===== src/rtl/axis_insert_arbiter_if.sv =====
// ----------------------------------------------------------------------------
// axis_insert_arbiter_if
// Bundles the per-source header/payload AXI-Stream channels and the single
// shared header/payload channel that the arbiter drives toward the shared
// insert-header block.
//   s_*_insert : NUM_SRC header channels (valid/header/keep in, ready out)
//   s_*_in     : NUM_SRC payload channels (valid/data/keep/last in, ready out)
//   m_*_insert : shared header channel (valid/header/keep out, ready in)
//   m_*_in     : shared payload channel (valid/data/keep/last out, ready in)
// Modports:
//   slave  : the arbiter's view
//   master : the surrounding environment (sources + shared block)
// ----------------------------------------------------------------------------
interface axis_insert_arbiter_if #(
    parameter int NUM_SRC      = 4,
    parameter int DATA_WD      = 32,
    parameter int DATA_BYTE_WD = DATA_WD / 8
);
    logic [NUM_SRC-1:0]              s_valid_insert;
    logic [NUM_SRC*DATA_WD-1:0]      s_header_insert;
    logic [NUM_SRC*DATA_BYTE_WD-1:0] s_keep_insert;
    logic [NUM_SRC-1:0]              s_ready_insert;

    logic [NUM_SRC-1:0]              s_valid_in;
    logic [NUM_SRC*DATA_WD-1:0]      s_data_in;
    logic [NUM_SRC*DATA_BYTE_WD-1:0] s_keep_in;
    logic [NUM_SRC-1:0]              s_last_in;
    logic [NUM_SRC-1:0]              s_ready_in;

    logic                            m_valid_insert;
    logic [DATA_WD-1:0]              m_header_insert;
    logic [DATA_BYTE_WD-1:0]         m_keep_insert;
    logic                            m_ready_insert;

    logic                            m_valid_in;
    logic [DATA_WD-1:0]              m_data_in;
    logic [DATA_BYTE_WD-1:0]         m_keep_in;
    logic                            m_last_in;
    logic                            m_ready_in;

    modport slave (
        input  s_valid_insert, s_header_insert, s_keep_insert,
        output s_ready_insert,
        input  s_valid_in, s_data_in, s_keep_in, s_last_in,
        output s_ready_in,
        output m_valid_insert, m_header_insert, m_keep_insert,
        input  m_ready_insert,
        output m_valid_in, m_data_in, m_keep_in, m_last_in,
        input  m_ready_in
    );

    modport master (
        output s_valid_insert, s_header_insert, s_keep_insert,
        input  s_ready_insert,
        output s_valid_in, s_data_in, s_keep_in, s_last_in,
        input  s_ready_in,
        input  m_valid_insert, m_header_insert, m_keep_insert,
        output m_ready_insert,
        input  m_valid_in, m_data_in, m_keep_in, m_last_in,
        output m_ready_in
    );
endinterface


===== src/rtl/axis_insert_arbiter.sv =====
// ----------------------------------------------------------------------------
// axis_insert_arbiter
// Round-robin arbiter that lets NUM_SRC sources share one insert-header block.
// A source requests by raising its header valid; the winner owns the shared
// channel for its header and then its whole payload up to the last beat.
// Ports:
//   clk      : rising-edge clock
//   rst      : synchronous active-high reset
//   bus      : axis_insert_arbiter_if.slave (all per-source and shared channels)
//   grant_id : index of the current owner, held while idle
//   busy     : high while a packet (header or payload) is in flight
//   pkt_cnt  : number of completed packets, wraps at 16 bits
// ----------------------------------------------------------------------------
module axis_insert_arbiter #(
    parameter int NUM_SRC      = 4,
    parameter int DATA_WD      = 32,
    parameter int DATA_BYTE_WD = DATA_WD / 8
) (
    input  logic                       clk,
    input  logic                       rst,
    axis_insert_arbiter_if.slave       bus,
    output logic [$clog2(NUM_SRC)-1:0] grant_id,
    output logic                       busy,
    output logic [15:0]                pkt_cnt
);
    localparam int ID_WD = $clog2(NUM_SRC);
    localparam logic [ID_WD-1:0] LAST_ID = ID_WD'(NUM_SRC - 1);

    typedef enum logic [1:0] {
        ST_IDLE    = 2'd0,
        ST_HEADER  = 2'd1,
        ST_PAYLOAD = 2'd2
    } state_t;

    state_t           r_state;
    state_t           w_next_state;
    logic [ID_WD-1:0] r_grant;
    logic [ID_WD-1:0] r_rr_ptr;
    logic [15:0]      r_pkt_cnt;
    logic [ID_WD-1:0] w_pick;
    logic             w_any_req;
    logic             w_hdr_fire;
    logic             w_last_fire;

    // First requester at or after ptr, scanning upward and wrapping to 0.
    function automatic logic [ID_WD-1:0] rr_pick(input logic [NUM_SRC-1:0] req,
                                                 input logic [ID_WD-1:0]   ptr);
        logic [ID_WD-1:0] sel;
        logic             found;
        int               idx;
        sel   = ptr;
        found = 1'b0;
        for (int k = 0; k < NUM_SRC; k++) begin
            idx   = (int'(ptr) + k) % NUM_SRC;
            sel   = (!found && req[idx]) ? ID_WD'(idx) : sel;
            found = found | req[idx];
        end
        return sel;
    endfunction

    assign w_any_req   = |bus.s_valid_insert;
    assign w_pick      = rr_pick(bus.s_valid_insert, r_rr_ptr);
    assign w_hdr_fire  = (r_state == ST_HEADER) && bus.s_valid_insert[r_grant] && bus.m_ready_insert;
    assign w_last_fire = (r_state == ST_PAYLOAD) && bus.s_valid_in[r_grant] &&
                         bus.m_ready_in && bus.s_last_in[r_grant];

    assign grant_id = r_grant;
    assign busy     = (r_state != ST_IDLE);
    assign pkt_cnt  = r_pkt_cnt;

    // FSM state register
    always_ff @(posedge clk) begin
        if (rst) begin
            r_state <= ST_IDLE;
        end else begin
            r_state <= w_next_state;
        end
    end

    // Grant latch on arbitration, pointer advance and packet count on the last beat
    always_ff @(posedge clk) begin
        if (rst) begin
            r_grant   <= {ID_WD{1'b0}};
            r_rr_ptr  <= {ID_WD{1'b0}};
            r_pkt_cnt <= 16'd0;
        end else begin
            if ((r_state == ST_IDLE) && w_any_req) begin
                r_grant <= w_pick;
            end
            if (w_last_fire) begin
                r_rr_ptr  <= (r_grant == LAST_ID) ? {ID_WD{1'b0}} : (r_grant + 1'b1);
                r_pkt_cnt <= r_pkt_cnt + 16'd1;
            end
        end
    end

    // FSM next-state decode
    always_comb begin
        w_next_state = r_state;
        case (r_state)
            ST_IDLE: begin
                if (w_any_req) w_next_state = ST_HEADER;
                else           w_next_state = ST_IDLE;
            end
            ST_HEADER: begin
                if (w_hdr_fire) w_next_state = ST_PAYLOAD;
                else            w_next_state = ST_HEADER;
            end
            ST_PAYLOAD: begin
                if (w_last_fire) w_next_state = ST_IDLE;
                else             w_next_state = ST_PAYLOAD;
            end
            default: w_next_state = ST_IDLE;
        endcase
    end

    // FSM outputs: route the granted source through; valids and readies gated by phase
    always_comb begin
        bus.s_ready_insert  = {NUM_SRC{1'b0}};
        bus.s_ready_in      = {NUM_SRC{1'b0}};
        bus.m_valid_insert  = 1'b0;
        bus.m_valid_in      = 1'b0;
        // Data fields always follow the owner; they only matter when valid is high.
        bus.m_header_insert = bus.s_header_insert[int'(r_grant)*DATA_WD +: DATA_WD];
        bus.m_keep_insert   = bus.s_keep_insert[int'(r_grant)*DATA_BYTE_WD +: DATA_BYTE_WD];
        bus.m_data_in       = bus.s_data_in[int'(r_grant)*DATA_WD +: DATA_WD];
        bus.m_keep_in       = bus.s_keep_in[int'(r_grant)*DATA_BYTE_WD +: DATA_BYTE_WD];
        bus.m_last_in       = bus.s_last_in[r_grant];
        case (r_state)
            ST_IDLE: begin
                bus.m_valid_insert = 1'b0;
            end
            ST_HEADER: begin
                // Payload ready stays 0 here so early payload beats are held upstream.
                bus.m_valid_insert          = bus.s_valid_insert[r_grant];
                bus.s_ready_insert[r_grant] = bus.m_ready_insert;
            end
            ST_PAYLOAD: begin
                bus.m_valid_in          = bus.s_valid_in[r_grant];
                bus.s_ready_in[r_grant] = bus.m_ready_in;
            end
            default: begin
                bus.m_valid_in = 1'b0;
            end
        endcase
    end
endmodule


===== src/flat_wrapper.sv =====
// flat-port wrapper written by rule: the top's interface ports become plain ports
module axis_insert_arbiter_flat 
#(
    parameter int NUM_SRC      = 4,
    parameter int DATA_WD      = 32,
    parameter int DATA_BYTE_WD = DATA_WD / 8
)
  (clk, rst, grant_id, busy, pkt_cnt, bus_s_valid_insert, bus_s_header_insert, bus_s_keep_insert, bus_s_ready_insert, bus_s_valid_in, bus_s_data_in, bus_s_keep_in, bus_s_last_in, bus_s_ready_in, bus_m_valid_insert, bus_m_header_insert, bus_m_keep_insert, bus_m_ready_insert, bus_m_valid_in, bus_m_data_in, bus_m_keep_in, bus_m_last_in, bus_m_ready_in);
  axis_insert_arbiter_if #(.NUM_SRC(NUM_SRC), .DATA_WD(DATA_WD), .DATA_BYTE_WD(DATA_BYTE_WD)) bus_i ();
  input  logic clk;
  input  logic rst;
  output logic [$clog2(NUM_SRC)-1:0] grant_id;
  output logic busy;
  output logic [15:0] pkt_cnt;
  input wire logic [$bits(bus_i.s_valid_insert)-1:0] bus_s_valid_insert;
  input wire logic [$bits(bus_i.s_header_insert)-1:0] bus_s_header_insert;
  input wire logic [$bits(bus_i.s_keep_insert)-1:0] bus_s_keep_insert;
  output wire logic [$bits(bus_i.s_ready_insert)-1:0] bus_s_ready_insert;
  input wire logic [$bits(bus_i.s_valid_in)-1:0] bus_s_valid_in;
  input wire logic [$bits(bus_i.s_data_in)-1:0] bus_s_data_in;
  input wire logic [$bits(bus_i.s_keep_in)-1:0] bus_s_keep_in;
  input wire logic [$bits(bus_i.s_last_in)-1:0] bus_s_last_in;
  output wire logic [$bits(bus_i.s_ready_in)-1:0] bus_s_ready_in;
  output wire logic [$bits(bus_i.m_valid_insert)-1:0] bus_m_valid_insert;
  output wire logic [$bits(bus_i.m_header_insert)-1:0] bus_m_header_insert;
  output wire logic [$bits(bus_i.m_keep_insert)-1:0] bus_m_keep_insert;
  input wire logic [$bits(bus_i.m_ready_insert)-1:0] bus_m_ready_insert;
  output wire logic [$bits(bus_i.m_valid_in)-1:0] bus_m_valid_in;
  output wire logic [$bits(bus_i.m_data_in)-1:0] bus_m_data_in;
  output wire logic [$bits(bus_i.m_keep_in)-1:0] bus_m_keep_in;
  output wire logic [$bits(bus_i.m_last_in)-1:0] bus_m_last_in;
  input wire logic [$bits(bus_i.m_ready_in)-1:0] bus_m_ready_in;
  assign bus_i.s_valid_insert = bus_s_valid_insert;
  assign bus_i.s_header_insert = bus_s_header_insert;
  assign bus_i.s_keep_insert = bus_s_keep_insert;
  assign bus_s_ready_insert = bus_i.s_ready_insert;
  assign bus_i.s_valid_in = bus_s_valid_in;
  assign bus_i.s_data_in = bus_s_data_in;
  assign bus_i.s_keep_in = bus_s_keep_in;
  assign bus_i.s_last_in = bus_s_last_in;
  assign bus_s_ready_in = bus_i.s_ready_in;
  assign bus_m_valid_insert = bus_i.m_valid_insert;
  assign bus_m_header_insert = bus_i.m_header_insert;
  assign bus_m_keep_insert = bus_i.m_keep_insert;
  assign bus_i.m_ready_insert = bus_m_ready_insert;
  assign bus_m_valid_in = bus_i.m_valid_in;
  assign bus_m_data_in = bus_i.m_data_in;
  assign bus_m_keep_in = bus_i.m_keep_in;
  assign bus_m_last_in = bus_i.m_last_in;
  assign bus_i.m_ready_in = bus_m_ready_in;
  axis_insert_arbiter #(.NUM_SRC(NUM_SRC), .DATA_WD(DATA_WD), .DATA_BYTE_WD(DATA_BYTE_WD)) u_core (.clk(clk), .rst(rst), .bus(bus_i), .grant_id(grant_id), .busy(busy), .pkt_cnt(pkt_cnt));
endmodule

===== config.mk =====
export PLATFORM = sky130hd
export DESIGN_NAME = axis_insert_arbiter_flat
export DESIGN_NICKNAME = d
export VERILOG_FILES = /design/src/rtl/axis_insert_arbiter_if.sv /design/src/rtl/axis_insert_arbiter.sv /design/src/flat_wrapper.sv
export SDC_FILE = /design/constraint.sdc
export NUM_CORES = 1
export LEC_CHECK = 0
export ABC_AREA = 1
export ABC_CLOCK_PERIOD_IN_PS = 2300
export BUFFER_PORTS_ARGS = -buffer_cell sky130_fd_sc_hd__buf_4
export CAP_MARGIN = 20
export CELL_PAD_IN_SITES_DETAIL_PLACEMENT = 0
export CELL_PAD_IN_SITES_GLOBAL_PLACEMENT = 1
export CORE_AREA = 2 2 160 162
export CTS_BUF_LIST = sky130_fd_sc_hd__clkbuf_4 sky130_fd_sc_hd__clkbuf_8
export CTS_CLUSTER_DIAMETER = 200
export DETAILED_ROUTE_END_ITERATION = 12
export DIE_AREA = 0 0 162 164
export GPL_ROUTABILITY_DRIVEN = 0
export MAX_ROUTING_LAYER = met4
export PLACE_DENSITY = 0.69
export SLEW_MARGIN = 20
export SYNTH_ARGS = -nofsm -noshare
export SYNTH_HDL_FRONTEND = slang
export SYNTH_SLANG_ARGS = --single-unit

===== constraint.sdc =====
create_clock -name clk -period 2.3 [get_ports clk]
set_clock_uncertainty 0.2 [all_clocks]
set_input_delay 0.46 -clock clk [delete_from_list [all_inputs] [get_ports clk]]
set_output_delay 0.46 -clock clk [all_outputs]
set_load 0.005 [all_outputs]

==> impl_metrics.csv <==
group,metric,value,unit
synth,syn_avg_cell_area,5.228,sq um
clock_network,hold_buffers,0,
synth,synth_area_leaders,"o21ai_0 (22%), nor2_1 (19%), o22ai_1 (13%)",
synth,syn_area,3456,sq um
synth,synth_enable_flop_cells,0,
die,dieArea,26570,sq um
sta,maxSlewViolCount,0,
synth,synth-seq-cells,22,
clock_network,clock_latency,260,ps
cells_and_area,fin_area,7295,sq um
synth,synth_cell_types,32,
cells_and_area,area_growth,111.1,%
worst_setup_path,reg2reg_from,"u_core.grant_id[0]$_SDFFE_PP0P_",
die,ios,406,
pwr,ir_drop,0.2441,mV
detailed_routing,post-route-drc-count,0,
pwr,combPwrFrac,74.0,%
sta,maxSlewHeadroom,66.05,%
sta,rsz0062_at_grt,"true",
clock_network,cts_buffer_depth,2,
worst_setup_path,required,1640,ps
pwr,powerDensity,353.4,nW/um^2
sta,finalCritPeriodShare,97.91,%
run,drv_cap,0,
detailed_routing,routed_wl,23750,microns
sta,setup_ws,48.11,ps
sta,post-route-min-period,2252,ps
worst_setup_path,startpoint_type,"flop",
pwr,pwr-share-clk,10.3,%
clock_network,root_buffer,"clkbuf_8",
sta,worstMarginPinSlew,505.0,ps
pwr,switchingPower,1023,uW
sta,fmax,444.1,MHz
clock_network,cts_buffers,3,
pwr,power,2578,uW
synth,syn-instance-count,661,
detailed_routing,vias,6069,
worst_setup_path,rr_worst_depth,12,
cells_and_area,nets,1361,
sta,tns,0,ps
worst_setup_path,crit_end,"bus_m_header_insert[19]",
global_routing,grt_max_degree,42,
pwr,cell_internal_pwr,1555,uW
worst_setup_path,r2r_end,"u_core.pkt_cnt[5]$_SDFFE_PP0P_",
detailed_routing,antenna_left,0,
die,row_count,58,
detailed_routing,drt_iter0_markers,337,
worst_setup_path,worst-endpoint-arrival,1590,ps
synth,synth_fp_nets,970,
min_path,min_path_type,"in2reg",
place,pre_cts_ws,100.4,ps
cells_and_area,drive_gt1_share,45.00,%
place,hpwl,18060,microns
worst_setup_path,crit_path_max_fanout,17,
global_routing,track_usage,16.74,%
cells_and_area,layout_commonest_cell,"buf_4",
worst_setup_path,end_kind,"output port",
worst_setup_path,crit_start,"u_core.grant_id[0]$_SDFFE_PP0P_",
synth,synth_top_area_share,22.16,%
cells_and_area,num-fill-cells,2821,
synth,yosysWarnings,0,
worst_setup_path,path_class,"reg2out",
die,die_y,164,microns
pwr,leakagePower,0.003508,uW
detailed_routing,wl_per_cell,17.15,microns
sta,hold_viol,0,
synth,async_flop_share,0,%
clock_network,clkTransAtPathRegs,80,ps
clock_network,htreeDepth,1,
clock_network,cts_sinks,22,
die,die_w,162,microns
place,io_buffers,405,
global_routing,antenna_found_initial,4,
worst_setup_path,r2r_slack,220,ps
cells_and_area,stdcell_count,1385,
synth,ys_seq_area_share,12.74,%
run_status,outcome,"completed",
synth,synth_top_area_cell,"o21ai_0",
global_routing,globalRouteOverflowTotal,0,
cells_and_area,final_cell_mix,"buf_4 (420), nor2_1 (169), o21ai_0 (132)",
place,dpl_cell_area,6899,sq um
sta,setup_violations,0,
die,core_area,24820,sq um
pwr,swShare,39.68,%
place,placed_cells,1360,
min_path,hp-start,"rst",
detailed_routing,drtPass1Iterations,4,
pwr,power_frac_seq,15.7,%
global_routing,grt_pass1_vias,5975,
detailed_routing,viasPerCell,4.382,
global_routing,grt_pass1_wl,33710,microns
die,start_util,13.92,%
synth,synthFlopType,"dfxtp_1",
clock_network,cts_tree,"built",
## metal layers
metal	global-route usage [%]	up-vias	wire length [microns]
li1	-	3050	-
met1	20.49	2711	10220
met2	27.79	278	11220
met3	3.662	30	1736
met4	4.666	0	568
met5	-	-	0
## worst min path at each step
stage / to / cells after the start
floorplan: u_core.pkt_cnt[9]$_SDFFE_PP0P_ / 2
global placement: u_core.pkt_cnt[9]$_SDFFE_PP0P_ / 2
detailed placement: u_core.pkt_cnt[9]$_SDFFE_PP0P_ / 2
CTS: u_core.grant_id[1]$_SDFFE_PP0P_ / 2
global route: u_core.pkt_cnt[5]$_SDFFE_PP0P_ / 2
finish: u_core.grant_id[1]$_SDFFE_PP0P_ / 2
## synth_stat cells (2+ instances only)
| library cell | count |
|---|---|
| buf_2 | 10 |
| xor2_1 | 2 |
| dfxtp_1 | 22 |
| o22ai_1 | 72 |
| o21ai_1 | 7 |
| clkbuf_1 | 38 |
| buf_6 | 2 |
| nand3_1 | 15 |
| nor3_1 | 5 |
| nor2_2 | 2 |
| ha_1 | 5 |
| inv_2 | 6 |
| buf_1 | 2 |
| nand2_1 | 78 |
| nor3_2 | 2 |
| nor2_1 | 172 |
| o21ai_0 | 153 |
| nand2_2 | 4 |
| a21oi_1 | 17 |
| inv_1 | 33 |
| nor2_4 | 3 |
## cells by family after synthesis
group | after synthesis | synth area share [%]
compound gates | 252 | 39.57
xor+xnor | 3 | 0.7605
fa+ha+maj | 5 | 1.810
buf+inv | 93 | 11.15
flops | 22 | 12.74
simple gates | 286 | 33.96
## repair_timing
| item | in CTS | in global routing |
|---|---|---|
| pin swaps | 1 | 3 |
| setup buffers | 2 | 8 |
| cloned | 4 | 4 |
| endpoints found under the setup margin | 58 | 66 |
| resized for setup | 7 | 33 |
## sequential cells by signal, indices dropped and copies added, names as in the netlist
name / count
u_core.pkt_cnt: 16
u_core.grant_id: 2
u_core.r_rr_ptr: 2
u_core.r_state: 2
## critical path, cell delays in order, from the launching register on
cell and delay (ps):
dfxtp_4 440, buf_16 210, buf_16 170, o21ai_0 130, o22ai_1 220, buf_4 150
## power by group through the flow
stage          Combinational (uW)  Sequential (uW)  Clock, uW
2_1_floorplan                 669              406          0
3_3_place_gp                 1710              408          0
3_5_place_dp                 1700              408          0
4_1_cts                      1820              404        277
5_1_grt                      2080              408        292
6_report                     1910              406        266
## cell type report
| cell class | count | area [sq um] | area share [%] |
|---|---|---|---|
| repair buffers | 437 | 3536 | 48.47 |
| multi-input cells | 546 | 2661 | 36.48 |
| flip-flops and latches | 22 | 445.4 | 6.106 |
| well taps | 330 | 412.9 | 5.660 |
| inverters | 40 | 162.7 | 2.230 |
| clock buffers | 4 | 48.80 | 0.6690 |
| repair inverters | 2 | 17.52 | 0.2401 |
| diodes | 4 | 10.01 | 0.1372 |
## through the flow
step,hold WS [ps],util [%]
after floorplan,252.5,-
after global placement,263.9,27.80
after global routing,274.2,29.39
after detailed placement,260.0,27.80
final,266.4,29.39
after CTS,262.6,28.62
No activity file was read; power rests on OpenSTA's default activity.
